### src/rtl/rom_reader_pkg.sv
// Shared constants and state encoding for the PROM dump sequencer.
// Chip-type codes, last-address limits and FSM state type live here.
package rom_reader_pkg;

  localparam logic CHIP_IP3601 = 1'b0;
  localparam logic CHIP_IP3604 = 1'b1;

  localparam int unsigned LAST_ADDR_IP3601 = 255;
  localparam int unsigned LAST_ADDR_IP3604 = 511;

  typedef enum logic [2:0] {
    ST_IDLE   = 3'd0,
    ST_SETUP  = 3'd1,
    ST_SETTLE = 3'd2,
    ST_SAMPLE = 3'd3,
    ST_OUTPUT = 3'd4,
    ST_DONE   = 3'd5
  } state_e;

  function automatic int unsigned last_address(input logic chip);
    return (chip == CHIP_IP3604) ? LAST_ADDR_IP3604 : LAST_ADDR_IP3601;
  endfunction

endpackage

### src/rtl/settle_timer.sv
// Down-counting settle timer: load arms it, count decrements, expired is
// the terminal-count compare. Loaded with CYCLES-1 so a wait spans CYCLES clocks.
module settle_timer #(
  parameter int unsigned CYCLES = 4
) (
  input  logic clk,
  input  logic reset,
  input  logic load,
  input  logic count,
  output logic expired
);

  logic [7:0] cnt_q;
  logic [7:0] cnt_d;

  always_comb begin
    cnt_d = cnt_q;
    if (load) begin
      cnt_d = 8'(CYCLES - 1);
    end else if (count && (cnt_q != 8'd0)) begin
      cnt_d = cnt_q - 8'd1;
    end
  end

  always_ff @(posedge clk) begin
    if (reset) begin
      cnt_q <= 8'd0;
    end else begin
      cnt_q <= cnt_d;
    end
  end

  assign expired = (cnt_q == 8'd0);

endmodule

### src/rtl/rom_dump_sequencer.sv
// Walks every address of an IP3601 or IP3604 PROM and streams each word out
// over a valid/ready interface. All outputs are registered from next-state values.
//
// state  | meaning
// IDLE   | waiting for start; chip enables released
// SETUP  | drive address, assert selected chip enables, arm settle timer
// SETTLE | wait SETTLE_CYCLES for ROM data to settle
// SAMPLE | capture ROM data and address into output registers
// OUTPUT | present beat until out_ready; advance or finish
// DONE   | one-cycle done pulse
module rom_dump_sequencer
  import rom_reader_pkg::*;
#(
  parameter int unsigned SETTLE_CYCLES = 4,
  parameter int unsigned ADDRESS_WIDTH = 9,
  parameter int unsigned DATA_WIDTH    = 8
) (
  input  logic                     clk,
  input  logic                     reset,
  input  logic                     start,
  input  logic                     abort,
  input  logic                     chip_type,
  input  logic [DATA_WIDTH-1:0]    chip_data_port,
  output logic [ADDRESS_WIDTH-1:0] chip_address_port,
  output logic [1:0]               ip3601_selection_port,
  output logic [3:0]               ip3604_selection_port,
  output logic [DATA_WIDTH-1:0]    out_data,
  output logic [ADDRESS_WIDTH-1:0] out_address,
  output logic                     out_valid,
  input  logic                     out_ready,
  output logic                     busy,
  output logic                     done
);

  state_e                   state_q, state_d;
  logic                     chip_q, chip_d;
  logic [ADDRESS_WIDTH-1:0] addr_q, addr_d;
  logic [ADDRESS_WIDTH-1:0] chip_addr_q, chip_addr_d;
  logic [1:0]               sel3601_q, sel3601_d;
  logic [3:0]               sel3604_q, sel3604_d;
  logic [DATA_WIDTH-1:0]    out_data_q, out_data_d;
  logic [ADDRESS_WIDTH-1:0] out_addr_q, out_addr_d;
  logic                     out_valid_q, out_valid_d;
  logic                     busy_q, busy_d;
  logic                     done_q, done_d;
  logic                     timer_load, timer_count, timer_expired;
  logic                     en_active;
  logic [ADDRESS_WIDTH-1:0] last_addr;

  settle_timer #(.CYCLES(SETTLE_CYCLES)) u_settle_timer (
    .clk     (clk),
    .reset   (reset),
    .load    (timer_load),
    .count   (timer_count),
    .expired (timer_expired)
  );

  assign last_addr = ADDRESS_WIDTH'(last_address(chip_q));

  always_comb begin
    state_d     = state_q;
    chip_d      = chip_q;
    addr_d      = addr_q;
    timer_load  = 1'b0;
    timer_count = 1'b0;
    unique case (state_q)
      ST_IDLE: begin
        if (start && !abort) begin
          chip_d  = chip_type;
          addr_d  = '0;
          state_d = ST_SETUP;
        end
      end
      ST_SETUP: begin
        timer_load = 1'b1;
        state_d    = ST_SETTLE;
      end
      ST_SETTLE: begin
        timer_count = 1'b1;
        if (timer_expired) state_d = ST_SAMPLE;
      end
      ST_SAMPLE: state_d = ST_OUTPUT;
      ST_OUTPUT: begin
        if (out_ready) begin
          if (addr_q == last_addr) begin
            state_d = ST_DONE;
          end else begin
            addr_d  = addr_q + ADDRESS_WIDTH'(1);
            state_d = ST_SETUP;
          end
        end
      end
      ST_DONE: state_d = ST_IDLE;
      default: state_d = ST_IDLE;
    endcase
    // abort drops any pending beat and skips the done pulse
    if (abort && (state_q != ST_IDLE)) state_d = ST_IDLE;
  end

  always_comb begin
    en_active   = state_d inside {ST_SETUP, ST_SETTLE, ST_SAMPLE, ST_OUTPUT};
    busy_d      = (state_d != ST_IDLE);
    done_d      = (state_d == ST_DONE);
    out_valid_d = (state_d == ST_OUTPUT);
    sel3601_d   = (en_active && (chip_d == CHIP_IP3601)) ? 2'b00 : 2'b11;
    sel3604_d   = (en_active && (chip_d == CHIP_IP3604)) ? 4'b0000 : 4'b1111;
    chip_addr_d = (state_d == ST_SETUP) ? addr_d : chip_addr_q;
    out_data_d  = out_data_q;
    out_addr_d  = out_addr_q;
    if (state_q == ST_SAMPLE) begin
      out_addr_d = addr_q;
      if (chip_q == CHIP_IP3601) begin
        out_data_d = {{(DATA_WIDTH-4){1'b0}}, chip_data_port[3:0]};
      end else begin
        out_data_d = chip_data_port;
      end
    end
  end

  always_ff @(posedge clk) begin
    if (reset) begin
      state_q     <= ST_IDLE;
      chip_q      <= CHIP_IP3601;
      addr_q      <= '0;
      chip_addr_q <= '0;
      sel3601_q   <= 2'b11;
      sel3604_q   <= 4'b1111;
      out_data_q  <= '0;
      out_addr_q  <= '0;
      out_valid_q <= 1'b0;
      busy_q      <= 1'b0;
      done_q      <= 1'b0;
    end else begin
      state_q     <= state_d;
      chip_q      <= chip_d;
      addr_q      <= addr_d;
      chip_addr_q <= chip_addr_d;
      sel3601_q   <= sel3601_d;
      sel3604_q   <= sel3604_d;
      out_data_q  <= out_data_d;
      out_addr_q  <= out_addr_d;
      out_valid_q <= out_valid_d;
      busy_q      <= busy_d;
      done_q      <= done_d;
    end
  end

  assign chip_address_port     = chip_addr_q;
  assign ip3601_selection_port = sel3601_q;
  assign ip3604_selection_port = sel3604_q;
  assign out_data              = out_data_q;
  assign out_address           = out_addr_q;
  assign out_valid             = out_valid_q;
  assign busy                  = busy_q;
  assign done                  = done_q;

endmodule

### config.mk
export PLATFORM = sky130hd
export DESIGN_NAME = rom_dump_sequencer
export DESIGN_NICKNAME = d
export VERILOG_FILES = /design/src/rtl/rom_reader_pkg.sv /design/src/rtl/settle_timer.sv /design/src/rtl/rom_dump_sequencer.sv
export SDC_FILE = /design/constraint.sdc
export NUM_CORES = 1
export LEC_CHECK = 0
export ABC_AREA = 1
export CAP_MARGIN = 40
export CORE_UTILIZATION = 35
export CTS_BUF_LIST = sky130_fd_sc_hd__clkbuf_8
export DETAILED_ROUTE_END_ITERATION = 6
export PLACE_DENSITY = 0.66
export SLEW_MARGIN = 0
export SYNTH_ARGS = -nofsm -noshare
export SYNTH_HDL_FRONTEND = slang
export SYNTH_SLANG_ARGS = --single-unit
### constraint.sdc
create_clock -name clk -period 1.55 [get_ports clk]
set_input_delay 0.31 -clock clk [delete_from_list [all_inputs] [get_ports clk]]
set_output_delay 0.31 -clock clk [all_outputs]
set_load 0.005 [all_outputs]
==> out/metrics.yaml, run 1 <==
final_common_cell: "nand2_1"
synth_compound_area_share_pct: 12.32
numPortBuffers: 48
hold_buffers: 0
async_reset_ff_share_pct: 0
max-slew-margin-rel_pct: 82.79
fin_nets: 454
mostFrequentLayoutCells: "nand2_1 (69), buf_4 (50), clkdlybuf4s50_1 (48), dfxtp_1 (47), nor2_1 (45)"
tightest_slew_ns: 0.2579
post-place-ws_ns: -0.3439
drcViolationCount: 0
synth_fa_ha_area_share_pct: 1.010
globalplace.congestion: 0.8865
final.setup.worst_slack_ns: -0.03589
rows: 30
synth-seq-cells: 52
cts.path.max_buffers: 2
hold_depth: 2
vias: 2482
drive_gt1_share_pct: 26.88
place_hpwl_mm: 4.446
post-route-period-util_pct: 102.3
avgViaCountPerCell: 4.639
num_io_pins: 49
cts_sinks: 52
grt_max_degree: 24
synth_top_area_share_pct: 42.00
post_drt_wl_per_cell_um: 12.00
drt-total-wl_mm: 6.421
leakage_nw: 1.609
drt-pass1-iter-count: 4
violations: "setup timing"
rsz0062_at_grt: "yes"
hold_viol: 0
required_ns: 1.77
syn_area_sq_mm: 0.002479
synth_top_family_by_area: "simple AND/OR/NAND/NOR gates"
antenna_left: 0
irDropWorstVdd_mv: 0.4147
reg2reg_from: "u_settle_timer.cnt_q[6]"
finalSetupViolations: 6
synthCells: 347
ys_seq_area_share_pct: 42.00
synth_flop_cell: "dfxtp_1"
place_area_sq_mm: 0.003314
drv_cap: 0
grt_pass1_vias: 2130
crit_type: "register to register"
dieArea_sq_mm: 0.007423
finClkSkew_ns: 0.01795
fin_area_sq_mm: 0.003611
fmax_mhz: 630.6
cts_tree: "yes"
timing.rr.end: "chip_address_port[5]"
start_util_pct: 36.28
start_kind: "register"
root_buffer: "clkbuf_8"
drtIter0Drc: 158
arrival_ns: 1.81
grt-ovfl-total: 0
die_x_um: 86.16
min_from: "out_data[5]"
yosys.area_share.simple_pct: 33.37
synth.avg_cell_area_sq_um: 7.143
yosysUniqueCellTypes: 33
fin_crit_ns: 1.586
die_h_um: 86.16
antenna_found_initial: 0
synth_mux_area_share_pct: 0
area_growth_pct: 45.68
syn_nets: 363
yosysWarnings: 0
synth_edf_count: 0
min_path_type: "register to register"
grt_first_pass_wirelength_mm: 9.867
antenna_cells: 0
rrSetupSlack_ns: -0.04
grt_usage_pct: 16.78
r2r_cells: 10
status: "complete, but fails checks"
numCtsBuffers: 5
synth_top_area_cell: "dfxtp_1"
slew_violations: 0
crit_path_end_kind: "register"
crit_fanout: 7
synth.area.top_cells: "dfxtp_1 (42%), nand2_1 (11%), nor2_1 (8.0%)"
core-area_sq_mm: 0.006832
h-tree-depth: 2
clk_latency_ns: 0.32
synthXorXnorAreaFrac_pct: 1.413
min_to: "out_data[5]"
power.density_mw_per_mm2: 862.1
path_clk_slew_ns: 0.11
-- cell usage after synthesis, types with 2 or more instances --
master	n
a21oi_1	25
buf_4	5
o21ai_2	2
nand2_4	6
buf_2	4
nor2_2	4
clkbuf_1	5
o21ai_0	22
nand3_1	23
nor2_1	53
ha_1	2
inv_2	6
xor2_1	3
dfxtp_1	52
nor2_4	4
inv_1	36
nand3_2	2
nand4_1	2
nand2_1	74
o211ai_1	2
nand2_2	3
-- sequential cells by signal, summed over array words and instances, names as in the netlist, 3 cells and up --
signal,count
addr_q,9
chip_address_port,9
out_address,9
out_data,8
u_settle_timer.cnt_q,8
state_q,3
-- per-layer routing --
metal,up-vias,GRT usage (%),wire (um)
met2,63,26.05,2944
met3,7,2.887,298
met5,-,0,0
met4,0,5.455,85
met1,1131,23.58,3092
li1,1281,-,-
-- kinds of logic (layout without fill, tap and decap cells) --
family,Yosys count,after routing
compound gates,56,56
xor+xnor,4,4
fa+ha+maj,2,2
simple gates,176,177
flops,52,52
buf+inv,57,148
-- area by class of cell --
cell class / instances / area, sq um
Clock buffer: 5 / 68.82
Clock inverter: 3 / 22.52
Fill cell: 662 / 3221
Inverter: 42 / 165.2
Multi-Input combinational cell: 239 / 1331
Sequential cell: 52 / 1047
Tap cell: 96 / 120.1
Timing Repair Buffer: 98 / 855.8
-- critical path, stage by stage, from the launching register on --
cell,delay [ns]
dfxtp_1,0.32
inv_1,0.09
nand2_1,0.13
nor2_1,0.25
nand3_2,0.13
nand2_2,0.11
nand3_4,0.11
inv_6,0.11
nand2_8,0.07
a21oi_2,0.12
nor2_1,0.06
-- where the power goes --
group          leakage (nW)  switching, W  total [W]  internal (W)
logic                  1.14      0.000419   0.000841      0.000422
clock network        0.0485      0.000486   0.000811      0.000325
registers             0.423     0.0000490    0.00146       0.00141
total                  1.61      0.000954    0.00311       0.00216
-- stage by stage --
| stage | hold WS [ns] | total power (W) | util (%) | TNS (ns) | instances |
|---|---|---|---|---|---|
| after global placement | 0.4528 | 0.002179 | 48.52 | -4.346 | 519 |
| after CTS | 0.4707 | 0.003002 | 50.44 | -0.002705 | 528 |
| after floorplan | 0.4449 | 0.001868 | - | 0 | 347 |
| after detailed placement | 0.4568 | 0.002189 | 48.52 | -4.825 | 519 |
| after global routing | 0.4890 | 0.003268 | 52.86 | -1.781 | 535 |
| final | 0.4705 | 0.003113 | 52.86 | -0.08365 | 535 |
-- what timing repair did --
item	in CTS	in global routing
gates resized for setup	8	33
gates cloned	0	1
buffers inserted	1	6
setup endpoints to repair	16	27
pin swaps	2	16
-- how the worst max path moves through the flow --
| stage | to | slack, ns | cells after the start | startpoint |
|---|---|---|---|---|
| 3_5_place_dp | chip_address_port[5] | -0.34 | 12 | start |
| 2_1_floorplan | chip_address_port[0] | 0.01 | 13 | addr_q[0] |
| 5_1_grt | chip_address_port[6] | -0.17 | 10 | u_settle_timer.cnt_q[6] |
| 4_1_cts | done | -0.003 | 12 | addr_q[0] |
| 6_report | chip_address_port[5] | -0.04 | 10 | u_settle_timer.cnt_q[6] |
| 3_3_place_gp | chip_address_port[3] | -0.29 | 12 | start |
(Power assumes the default switching activity.)
==> inputs of run 2 (changes only) <==
Settings changed: RECOVER_POWER from default to 25, TNS_END_PERCENT from default to 5.
==> run 2 against run 1 <==
  * The run now ends clean
  * Final area is 0.35% lower
  * Critical path depth is 1 higher
  * Sequential power hardly changed
  * Critical path type unchanged
==> out/metrics.yaml, run 2 (synthesized netlist as in run 1, its figures left out) <==
drtIter0Drc: 133  # -16%
antenna_found_initial: 0  # unchanged
cts_sinks: 52  # unchanged
core-area_sq_mm: 0.006832  # unchanged
place_hpwl_mm: 4.446  # unchanged
num_io_pins: 49  # unchanged
multi_input_area_sq_mm: 0.001326  # -0.38%
grt-ovfl-total: 0  # unchanged
grt_first_pass_wirelength_mm: 9.867  # unchanged
vias: 2436  # -1.9%
hold_buffers: 0  # unchanged
dieArea_sq_mm: 0.007423  # unchanged
grt_max_degree: 24  # unchanged
root_buffer: "clkbuf_8"
max-slew-margin-rel_pct: 83.26  # +0.47 points
dpl.cell_count: 519  # unchanged
die_h_um: 86.16  # unchanged
post_drt_wl_per_cell_um: 11.77  # -2.0%
drive_gt1_share_pct: 26.26  # -0.62 points
cts.path.max_buffers: 2  # unchanged
numCtsBuffers: 5  # unchanged
post-route-period-util_pct: 99.90  # -2.4 points
fin_nets: 453  # -0.22%
finalSetupViolations: 0  # -6
whs_ns: 0.4705  # +0.00006500 ns
fmax_mhz: 645.8  # +2.4%
layoutNonFillerInstCount: 534  # -0.19%
min_path_type: "register to register"
finClkSkew_ns: 0.01602  # -0.001937 ns
h-tree-depth: 2  # unchanged
avgViaCountPerCell: 4.562  # -1.7%
fin_crit_ns: 1.549  # -0.03736 ns
n_fill_cell: 660  # -0.30%
area_growth_pct: 45.18
arrival_ns: 1.77  # -0.04 ns
tightest_slew_ns: 0.2498  # -0.008055 ns
grt_usage_pct: 16.78  # unchanged
required_ns: 1.77  # about the same
numPortBuffers: 48  # unchanged
crit_fanout: 7  # unchanged
mostFrequentLayoutCells: "nand2_1 (70), buf_4 (49), clkdlybuf4s50_1 (48), dfxtp_1 (47), nor2_1 (46)"
crit_type: "register to register"
final_util_pct: 52.67  # -0.18 points
rsz0062_at_grt: "yes"
rows: 30  # unchanged
irDropWorstVdd_mv: 0.4213  # +1.6%
globalplace.congestion: 0.8865  # unchanged
leakage_nw: 1.603  # -0.35%
antenna_left: 0  # unchanged
cts_tree: "yes"
drt-total-wl_mm: 6.283  # -2.1%
clk_latency_ns: 0.31  # about the same
drt-pass1-iter-count: 4  # unchanged
antenna_cells: 0  # unchanged
path_clk_slew_ns: 0.11  # about the same
crit_path_end_kind: "register"
finalPower_w: 0.003093  # -0.63%
status: "finished clean"
regArea_sq_mm: 0.001047  # unchanged
die_x_um: 86.16  # unchanged
start_kind: "register"
drcViolationCount: 0  # unchanged
setup_tns_ns: 0  # +0.08365 ns
grt_pass1_vias: 2130  # unchanged
power.density_mw_per_mm2: 859.6  # -0.29%
start_util_pct: 36.28  # unchanged
drv_cap: 0  # unchanged
hold_viol: 0  # unchanged
final_common_cell: "nand2_1"
slew_violations: 0  # unchanged
-- run 2: changes by cell type in the layout (fill, tap and decap cells not counted), sizes merged --
cell,before,now
buf,50,49
-- run 2: power by group --
| group | total (W) | internal (W) | switching (W) |
|---|---|---|---|
| Sequential | 0.00146 | 0.00141 | 0.0000488 |
| Combinational | 0.000818 | 0.000409 | 0.000409 |
| Clock | 0.000814 | 0.000325 | 0.000488 |
| Total | 0.00309 | 0.00215 | 0.000946 |
-- run 2: path summary, 6_finish.rpt --
kind	depth (start not counted)	slack, ns	startpoint	end
setup reg to reg	11	0.001	u_settle_timer.cnt_q[1]	chip_address_port[5]
setup / recovery	11	0.001	u_settle_timer.cnt_q[1]	chip_address_port[5]
hold / removal	2	0.47	out_data[5]	out_data[5]
hold reg to reg	2	0.47	out_data[5]	out_data[5]
-- run 2: per-stage QoR --
step | cell area (sq um) | worst slack [ns]
floorplan | 2479 | 0.01004
global placement | 3314 | -0.2906
detailed placement | 3314 | -0.3439
CTS | 3446 | -0.002705
global route | 3598 | -0.1240
finish | 3598 | 0.001474
-- run 2: per-layer routing --
| layer | vias up | GRT usage [%] | wire length [um] |
|---|---|---|---|
| met2 | 56 | 26.05 | 2855 |
| met1 | 1096 | 23.58 | 3069 |
| met5 | - | 0 | 0 |
| met4 | 0 | 5.455 | 70 |
| met3 | 5 | 2.887 | 287 |
| li1 | 1279 | - | - |
-- run 2: area by class of cell --
class / count / share of cell area [%]
multi-input combinational: 239 / 36.86
sequential: 52 / 29.10
timing repair buffer: 97 / 23.57
inverter: 42 / 4.590
tap: 96 / 3.338
clock buffer: 5 / 1.912
clock inverter: 3 / 0.6259
-- run 2: repair_timing --
item                                    in CTS  in global routing
setup buffers                                1                  5
endpoints found under the setup margin      16                 27
gates resized for setup                      8                 31
gates cloned                                 0                  1
pin swaps                                    2                 15
-- run 2: worst max-delay path: stages (launching register included) --
cell and delay, ns:
dfxtp_2 0.33, inv_2 0.06, ha_4 0.14, inv_4 0.04, nor3_4 0.20, nand3_2 0.11
nand2_2 0.11, nand3_4 0.11, inv_6 0.11, nand2_8 0.07, a21oi_2 0.12, nor2_1 0.06
